## config.mk

```make
export PLATFORM = sky130hd
export DESIGN_NAME = max_finder
export DESIGN_NICKNAME = d
export VERILOG_FILES = /design/src/rtl/max_finder.sv
export SDC_FILE = /design/constraint.sdc
export NUM_CORES = 1
export LEC_CHECK = 0
export CORE_UTILIZATION = 48
export CTS_CLUSTER_DIAMETER = 40
export DETAILED_ROUTE_END_ITERATION = 10
export GPL_ROUTABILITY_DRIVEN = 0
export GPL_TIMING_DRIVEN = 0
export PLACE_DENSITY_LB_ADDON = 0.3
export SLEW_MARGIN = 20
export SYNTH_ARGS = -nofsm -noshare
export SYNTH_HDL_FRONTEND = slang
export SYNTH_SLANG_ARGS = --single-unit
export TNS_END_PERCENT = 5
```

## constraint.sdc

```tcl
create_clock -name clk -period 2.6 [get_ports clk]
set_input_delay 0.52 -clock clk [delete_from_list [all_inputs] [get_ports clk]]
set_output_delay 0.52 -clock clk [all_outputs]
set_load 0.02 [all_outputs]
```

## src/rtl/max_finder.sv

```systemverilog
// Searches a burst of N_INPUTS IEEE-754 single-precision values for the largest one
// and reports it with its 0-based arrival position.
module max_finder #(
    parameter int N_INPUTS = 10,
    parameter int IDX_W    = 4
) (
    input  logic             clk,
    input  logic             rst_n,
    input  logic             start,
    input  logic             in_valid,
    output logic             in_ready,
    input  logic [31:0]      in_data,
    output logic [31:0]      max_value,
    output logic [IDX_W-1:0] max_index,
    output logic             busy,
    output logic             done,
    output logic [1:0]       dbg_state_o
);

    typedef enum logic [1:0] {
        IDLE    = 2'd0,
        COLLECT = 2'd1,
        DONE    = 2'd2
    } state_e;

    localparam logic [IDX_W-1:0] LAST_IDX = IDX_W'(N_INPUTS - 1);

    state_e           state_q, state_d;
    logic [IDX_W-1:0] cnt_q, cnt_d;
    logic [31:0]      cand_val_q, cand_val_d;
    logic [IDX_W-1:0] cand_idx_q, cand_idx_d;
    logic [31:0]      max_val_q, max_val_d;
    logic [IDX_W-1:0] max_idx_q, max_idx_d;

    logic             xfer;
    logic             replace;
    logic [31:0]      next_val;
    logic [IDX_W-1:0] next_idx;

    function automatic logic is_nan(input logic [31:0] x);
        return (x[30:23] == 8'hFF) && (x[22:0] != 23'd0);
    endfunction

    // Strict sign-magnitude greater-than; +0 and -0 are equal.
    function automatic logic gt(input logic [31:0] a, input logic [31:0] b);
        logic res;
        if ((a[30:0] == 31'd0) && (b[30:0] == 31'd0))
            res = 1'b0;
        else if (a[31] != b[31])
            res = b[31];
        else if (!a[31])
            res = a[30:0] > b[30:0];
        else
            res = a[30:0] < b[30:0];
        return res;
    endfunction

    assign xfer     = (state_q == COLLECT) && in_valid;
    assign replace  = (cnt_q == '0) ||
                      (!is_nan(in_data) && (is_nan(cand_val_q) || gt(in_data, cand_val_q)));
    assign next_val = replace ? in_data : cand_val_q;
    assign next_idx = replace ? cnt_q : cand_idx_q;

    always_comb begin
        state_d    = state_q;
        cnt_d      = cnt_q;
        cand_val_d = cand_val_q;
        cand_idx_d = cand_idx_q;
        max_val_d  = max_val_q;
        max_idx_d  = max_idx_q;
        in_ready   = 1'b0;
        busy       = 1'b0;
        done       = 1'b0;
        case (state_q)
            IDLE: begin
                if (start) begin
                    state_d = COLLECT;
                    cnt_d   = '0;
                end
            end
            COLLECT: begin
                in_ready = 1'b1;
                busy     = 1'b1;
                if (xfer) begin
                    cand_val_d = next_val;
                    cand_idx_d = next_idx;
                    // Final transfer publishes the result as DONE is entered.
                    if (cnt_q == LAST_IDX) begin
                        state_d   = DONE;
                        max_val_d = next_val;
                        max_idx_d = next_idx;
                    end else begin
                        cnt_d = cnt_q + IDX_W'(1);
                    end
                end
            end
            DONE: begin
                done    = 1'b1;
                state_d = IDLE;
            end
            default: state_d = IDLE;
        endcase
    end

    always_ff @(posedge clk or negedge rst_n) begin
        if (!rst_n) begin
            state_q    <= IDLE;
            cnt_q      <= '0;
            cand_val_q <= 32'h0000_0000;
            cand_idx_q <= '0;
            max_val_q  <= 32'h0000_0000;
            max_idx_q  <= '0;
        end else begin
            state_q    <= state_d;
            cnt_q      <= cnt_d;
            cand_val_q <= cand_val_d;
            cand_idx_q <= cand_idx_d;
            max_val_q  <= max_val_d;
            max_idx_q  <= max_idx_d;
        end
    end

    assign max_value   = max_val_q;
    assign max_index   = max_idx_q;
    assign dbg_state_o = state_q;

endmodule

```

==> results of run 1 <==
-- sequential cells by signal, indices dropped and copies added (netlist names) --
| signal | count |
|---|---|
| cand_val_q | 32 |
| max_value | 32 |
| cand_idx_q | 4 |
| cnt_q | 4 |
| max_index | 4 |
| dbg_state_o | 2 |
-- final timing paths --
kind | start | end | slack [ps] | cells after the start
setup / recovery | cand_val_q[5] | cand_val_q[28] | -440 | 12
hold / removal | rst_n | max_value[16] | 70 | 1
setup reg to reg | cand_val_q[5] | cand_val_q[28] | -440 | 12
hold reg to reg | cand_idx_q[3] | cand_idx_q[3] | 520 | 1
max in group asynchronous | rst_n | cand_val_q[26] | 1930 | 2
min in group clk | in_data[1] | cand_val_q[1] | 480 | 2
-- power groups by stage --
stage	logic (W)	registers, W	clock network [W]
2_1_floorplan	0.00174	0.00241	0
3_3_place_gp	0.00283	0.00223	0
3_5_place_dp	0.00294	0.00225	0
4_1_cts	0.00346	0.00219	0.00115
5_1_grt	0.00431	0.00228	0.00121
6_report	0.00406	0.00220	0.00116
-- worst max-delay path, stage by stage, from the launching register on --
cell and delay (ps):
dfrtp_1 410, inv_1 100, ha_4 170, a211oi_2 210, nor2_1 80, o31a_1 330, o311ai_4 430, nand4_1 190
buf_6 180, a31oi_4 170, buf_12 180, clkbuf_16 160, mux2_4 290
-- cell usage in the layout (no fill, tap or decap), types with 3 or more instances in the layout --
cell             synthesis  layout
mux2_4                   0      26
a21oi_1                 13      12
nor2b_1                 36      36
clkdlybuf4s15_2          0       5
clkdlybuf4s50_1          0      44
buf_6                    3       6
buf_4                    1      31
nand2_1                 19      18
o21ai_0                  7       6
dlygate4sd2_1            0      19
ha_4                     0      14
clkbuf_1                 4       5
inv_1                   36      30
buf_12                   0       3
nor2_1                  15      15
inv_2                    0       5
nand4_1                 13      13
nor4_4                   0       4
mux2_2                  26       8
a21o_1                   3       3
bufinv_16                0       3
dfrtp_1                 78      77
clkbuf_2                 0       5
a221o_1                 33      33
nor4_2                   0       4
clkbuf_8                 0      11
ha_1                    34      19
nor4_1                  16       8
-- layer usage --
metal | vias to the layer above | routed length, um
li1 | 1711 | -
met1 | 1943 | 5430
met2 | 180 | 6400
met3 | 29 | 849
met4 | 0 | 321
met5 | - | 0
-- through the flow --
step	cell area [sq um]	hold slack, ps
2_1_floorplan	4450	224
5_1_grt	6270	94.2
3_3_place_gp	5340	472
3_5_place_dp	5370	467
4_1_cts	5950	85.5
6_report	6270	67.6
-- cell usage after synthesis, drive strengths merged (2+ instances only) --
master,number,share of area
buf,10,0.017
nand3,4,0.0046
nand4,13,0.019
o21ai,7,0.0081
inv,36,0.031
nor4,16,0.023
a211oi,2,0.0035
a21oi,13,0.015
dfrtp,78,0.45
xor2,2,0.0041
ha,34,0.099
nor3,4,0.0046
o21a,3,0.0052
a31oi,4,0.011
and2,2,0.0035
a221o,33,0.077
and4,2,0.0041
nor2,15,0.013
nand2,19,0.017
a21o,3,0.0052
nor2b,36,0.052
mux2,34,0.089
clkbuf,4,0.0035
-- layout make-up --
type	count	area [sq um]
multi-input combinational	265	2600
fill	569	2450
sequential	78	1950
timing repair buffer	110	1050
clock buffer	13	159
buffer	14	141
inverter	36	139
tap	108	135
clock inverter	3	90.1
-- logic make-up after synthesis --
| logic type | synth area share |
|---|---|
| and+or+nand+nor | 0.153 |
| AOI/OAI and AO/OA | 0.150 |
| xor gates and xnor gates | 0.00407 |
| buffers and inverters | 0.0514 |
| adders and majority gates | 0.0988 |
| DFF | 0.453 |
| muxes | 0.0889 |
-- repair_timing --
action,CTS,global route
resized for setup,82,52
pin swaps,22,23
gates cloned,1,2
endpoints found under the setup margin,71,70
buffers inserted,18,12
==> reports/results.txt, run 1 <==
Status - finished with violations
Failing checks - setup timing
NumNets Final - 584
CP Capture Type - register
Setup Total Neg Slack - -25760 ps
Ant diodes - 0
Static leakage - 2.85 nW
Syn Area/Cell - 11.0 sq um
Setup crit start kind - register
Final hold vios - 0
Post-synth top flop - dfrtp_1
Non-filler cells, final - 627
Vias in the first global route - 3872
Vias/cell - 6.16
Global-route wire length before repair - 19400 um
Initial antenna violation count - 0
Htree depth - 3
Remaining DRCs - 0
Peak supply drop - 0.570 mV
Die H - 96.7 um
GRT Util Overall - 0.258
Netlist cell types - 48
Syn Inst Count - 393
Clock share of power - 0.156
Switch Pwr - 0.00278 W
Die Wd - 96.7 um
Clock Latency Late Sink - 370 ps
Total core area - 8720 sq um
Net Count, Synth - 463
HP Class - primary input to async pin
Post-Place Cells - 578
Final setup vio count - 70
Skew final - 10.1 ps
Seq/Total Area, Yosys - 0.453
1st-pass router iterations - 5
Synth warnings - 0
Worst Path Arrival - 3290 ps
Asr flop ratio synth - 1.00
Hold_buf cts - 0
Fmax - 328 MHz
WL final - 13000 um
Post-Place Worst Slack - -1540 ps
CP required - 2850 ps
DR WL/cell - 20.7 um
# IOs - 77
Clock buffer depth - 2
Global routing's busiest layer - met2
Worst slew pin tran - 523 ps
Setup CP Type - register to register
Seq cells post-synth - 78
FP Rows - 34
Initial Utilization - 0.494
Internal power - 0.00465 W
Headroom to the max-slew limit - 0.651
Reg power frac - 0.296
Period utilisation layout - 1.17
Final Util - 0.719
Global routing met2 resource utilization - 0.428
Net Sw Frac - 0.374
Post-synth EDFFs - 0
M3 GR Usage - 0.0419
Via count - 3863
RSZ-0062 raised after global routing - yes
Fin worst setup slack - -444 ps
Slew Viols, Final - 0
Largest net degree at the start of global routing - 52
Pwr dens - 1180 nW/um^2
Layout area overhead - 45.6%
CTS tree - done
Clock Sinks - 78
DRT antenna net count - 0
Syn Std Cell Area - 4310 sq um
DRT iter0 DRCs - 217
Combinational group share of total power - 0.547
PortBufs - 76
Num CTS Buffers - 9
DP HPWL - 7560 um
Clk root buf - clkbuf_8
# Max-Cap Violations - 0
Die area - 9350 sq um
GRT overflow - 0
Share of post-route cells with drive strength above 1 - 0.297
CP Max Fanout - 7
Clock Pin Slew Worst Setup and Hold Paths - 80 ps
Final min period - 3040 ps
Met1 Track Usage GR - 0.333
Total power - 0.00742 W
Note: power is estimated with default switching activity, not from simulation.
==> inputs of run 2 (changes only) <==
CORE_MARGIN = 5   (was not set)
TNS_END_PERCENT = 100   (was 5)
==> reports/results.txt, run 2 (synthesized netlist as in run 1, its figures left out) <==
Status - finished with violations
Failing checks - setup timing
Setup crit start kind - primary input
Initial Utilization - 0.494 (unchanged)
CP cell instances - dlygate4sd2_1 -> ha_4 -> nand2_2 -> buf_4 -> a21oi_1 -> a211oi_1 -> a21o_1 -> a311o_2 -> a31oi_4 -> buf_12 -> buf_8 -> mux2_2
Die area - 11000 sq um (+17%)
CP delay by family, top - compound AO/OA/AOI/OAI gates
Headroom to the max-slew limit - 0.648 (-0.00299)
Final min period - 2960 ps (-80.5 ps)
Worst Path Arrival - 3190 ps (-100 ps)
Post-Place Cells - 578 (unchanged)
PortBufs - 76 (unchanged)
DP HPWL - 7890 um (+4.4%)
Fmax - 337 MHz (+2.7%)
Peak supply drop - 0.603 mV (+5.8%)
WL final - 12900 um (-0.69%)
Remaining DRCs - 0 (unchanged)
Via count - 3858 (-0.13%)
Num CTS Buffers - 9 (unchanged)
Non-filler cells, final - 639 (+1.9%)
Final hold vios - 0 (unchanged)
CP Capture Type - register
Fin worst setup slack - -364 ps (+80.5 ps)
Vias in the first global route - 4018 (+3.8%)
Area of the multi-input gates - 2620 sq um (+0.82%)
Routed length on met1 - 5410 um (-0.31%)
Die H - 105 um (+8.3%)
FP Rows - 34 (unchanged)
Pwr dens - 1140 nW/um^2 (-4.1%)
Period utilisation layout - 1.14 (-0.0310)
DRT iter0 DRCs - 184 (-15%)
Highest cell delay on the worst timing path - 480 ps (+50 ps)
Finished layout cell area - 6360 sq um (+1.4%)
Clock buffer depth - 2 (unchanged)
Clk root buf - clkbuf_8
Worst slew pin tran - 526 ps (+3.36 ps)
Layout area overhead - 47.6%
Top routing layer in use - met4
Largest net degree at the start of global routing - 57 (+9.6%)
Initial antenna violation count - 0 (unchanged)
Clock Latency Late Sink - 360 ps (about the same)
NumNets Final - 596 (+2.1%)
DRT antenna net count - 0 (unchanged)
# Max-Cap Violations - 0 (unchanged)
GRT Util Overall - 0.219 (-0.0390)
Global-route wire length before repair - 20000 um (+3.4%)
GRT overflow - 0 (unchanged)
Clock Sinks - 78 (unchanged)
Met2 routed WL - 6340 um (-0.91%)
Met3 wire len - 769 um (-9.4%)
HP Class - primary input to async pin
CTS tree - done
Skew final - 17.0 ps (+6.98 ps)
FF+latch area - 1950 sq um (about the same)
Total core area - 8720 sq um (unchanged)
Final setup vio count - 69 (-1.4%)
Htree depth - 3 (unchanged)
DR WL/cell - 20.2 um (-2.6%)
Slowest CP cell - a311o_2
Ant diodes - 0 (unchanged)
CP Max Fanout - 6 (-1)
Bufs and invs on worst path - 4 (unchanged)
Min Hold Slack - 51.1 ps (-16.5 ps)
Share of post-route cells with drive strength above 1 - 0.330 (+0.0328)
RSZ-0062 raised after global routing - yes
Slew Viols, Final - 0 (unchanged)
1st-pass router iterations - 6 (+1)
Vias/cell - 6.04 (-2.0%)
Die Wd - 105 um (+8.3%)
Commonest non-fill, non-tap cell in the layout - dfrtp_1
Fillcell total - 544 (-4.4%)
Static leakage - 2.84 nW (-0.35%)
CP required - 2830 ps (-20 ps)
Clock Pin Slew Worst Setup and Hold Paths - 90 ps (about the same)
Placed inst area - 5380 sq um (+0.26%)
Setup CP Type - primary input to register
# IOs - 77 (unchanged)
Most frequent cells in the layout - dfrtp_1, clkdlybuf4s50_1, buf_4, nor2b_1, a221o_1
## run 2: per-stage QoR
| stage | utilization | setup TNS, ps | setup WS (ps) | power (W) |
|---|---|---|---|---|
| finish | 0.729 | -18740 | -364 | 0.00722 |
| detailed placement | 0.617 | -77820 | -1170 | 0.00523 |
| floorplan | - | -9850 | -203 | 0.00417 |
| global route | 0.729 | -22850 | -414 | 0.00767 |
| CTS | 0.699 | -9950 | -205 | 0.00674 |
| global placement | 0.614 | -202220 | -1660 | 0.00510 |
## run 2: power by group
group	switching [W]	internal, W	leakage, nW
Combinational	0.00187	0.00220	1.76
Clock	0.000475	0.000495	0.0976
Sequential	0.000428	0.00176	0.981
Total	0.00277	0.00445	2.84
## run 2: worst register-to-register path: cells and delay by family (launching register included)
family / cells / cell delay [ps]
simple gates: 1 / 90
fa+ha+maj: 1 / 290
buf+inv: 4 / 500
mux: 1 / 340
compound gates: 5 / 1210
flops: 1 / 390
## run 2: path summary, 6_finish.rpt
path                                       end  cells past startpoint  slack, ps      startpoint
worst max register to register  cand_val_q[15]                     12       -320  cand_val_q[26]
worst min-delay path             max_value[18]                      1         50           rst_n
worst max-delay path            cand_val_q[15]                     12       -360     in_data[27]
max in group asynchronous       cand_val_q[31]                      2       1960           rst_n
min in group clk                 cand_val_q[1]                      2        510      in_data[1]
worst min register to register    max_index[0]                      1        510   cand_idx_q[0]
## run 2: metal layers
layer	vias up	global-route usage
met3	39	0.0549
met4	0	0.0667
li1	1731	-
met2	151	0.361
met1	1937	0.284
met5	-	0
## run 2: cell type report
| class | instances | share of cell area |
|---|---|---|
| Tap cell | 108 | 0.0213 |
| Buffer | 14 | 0.0244 |
| Clock inverter | 5 | 0.00905 |
| Clock buffer | 11 | 0.0238 |
| Sequential cell | 78 | 0.307 |
| Inverter | 36 | 0.0218 |
| Multi-Input combinational cell | 265 | 0.412 |
| Timing Repair Buffer | 122 | 0.180 |
## run 2: timing repair
action | 4_1_cts | 5_1_grt
pin swaps | 46 | 9
buffers inserted | 31 | 11
hold buffers | 0 | 0
endpoints found under the setup margin | 71 | 71
gates resized for setup | 108 | 41
cloned | 4 | 1
hold endpoints to repair | 0 | 0
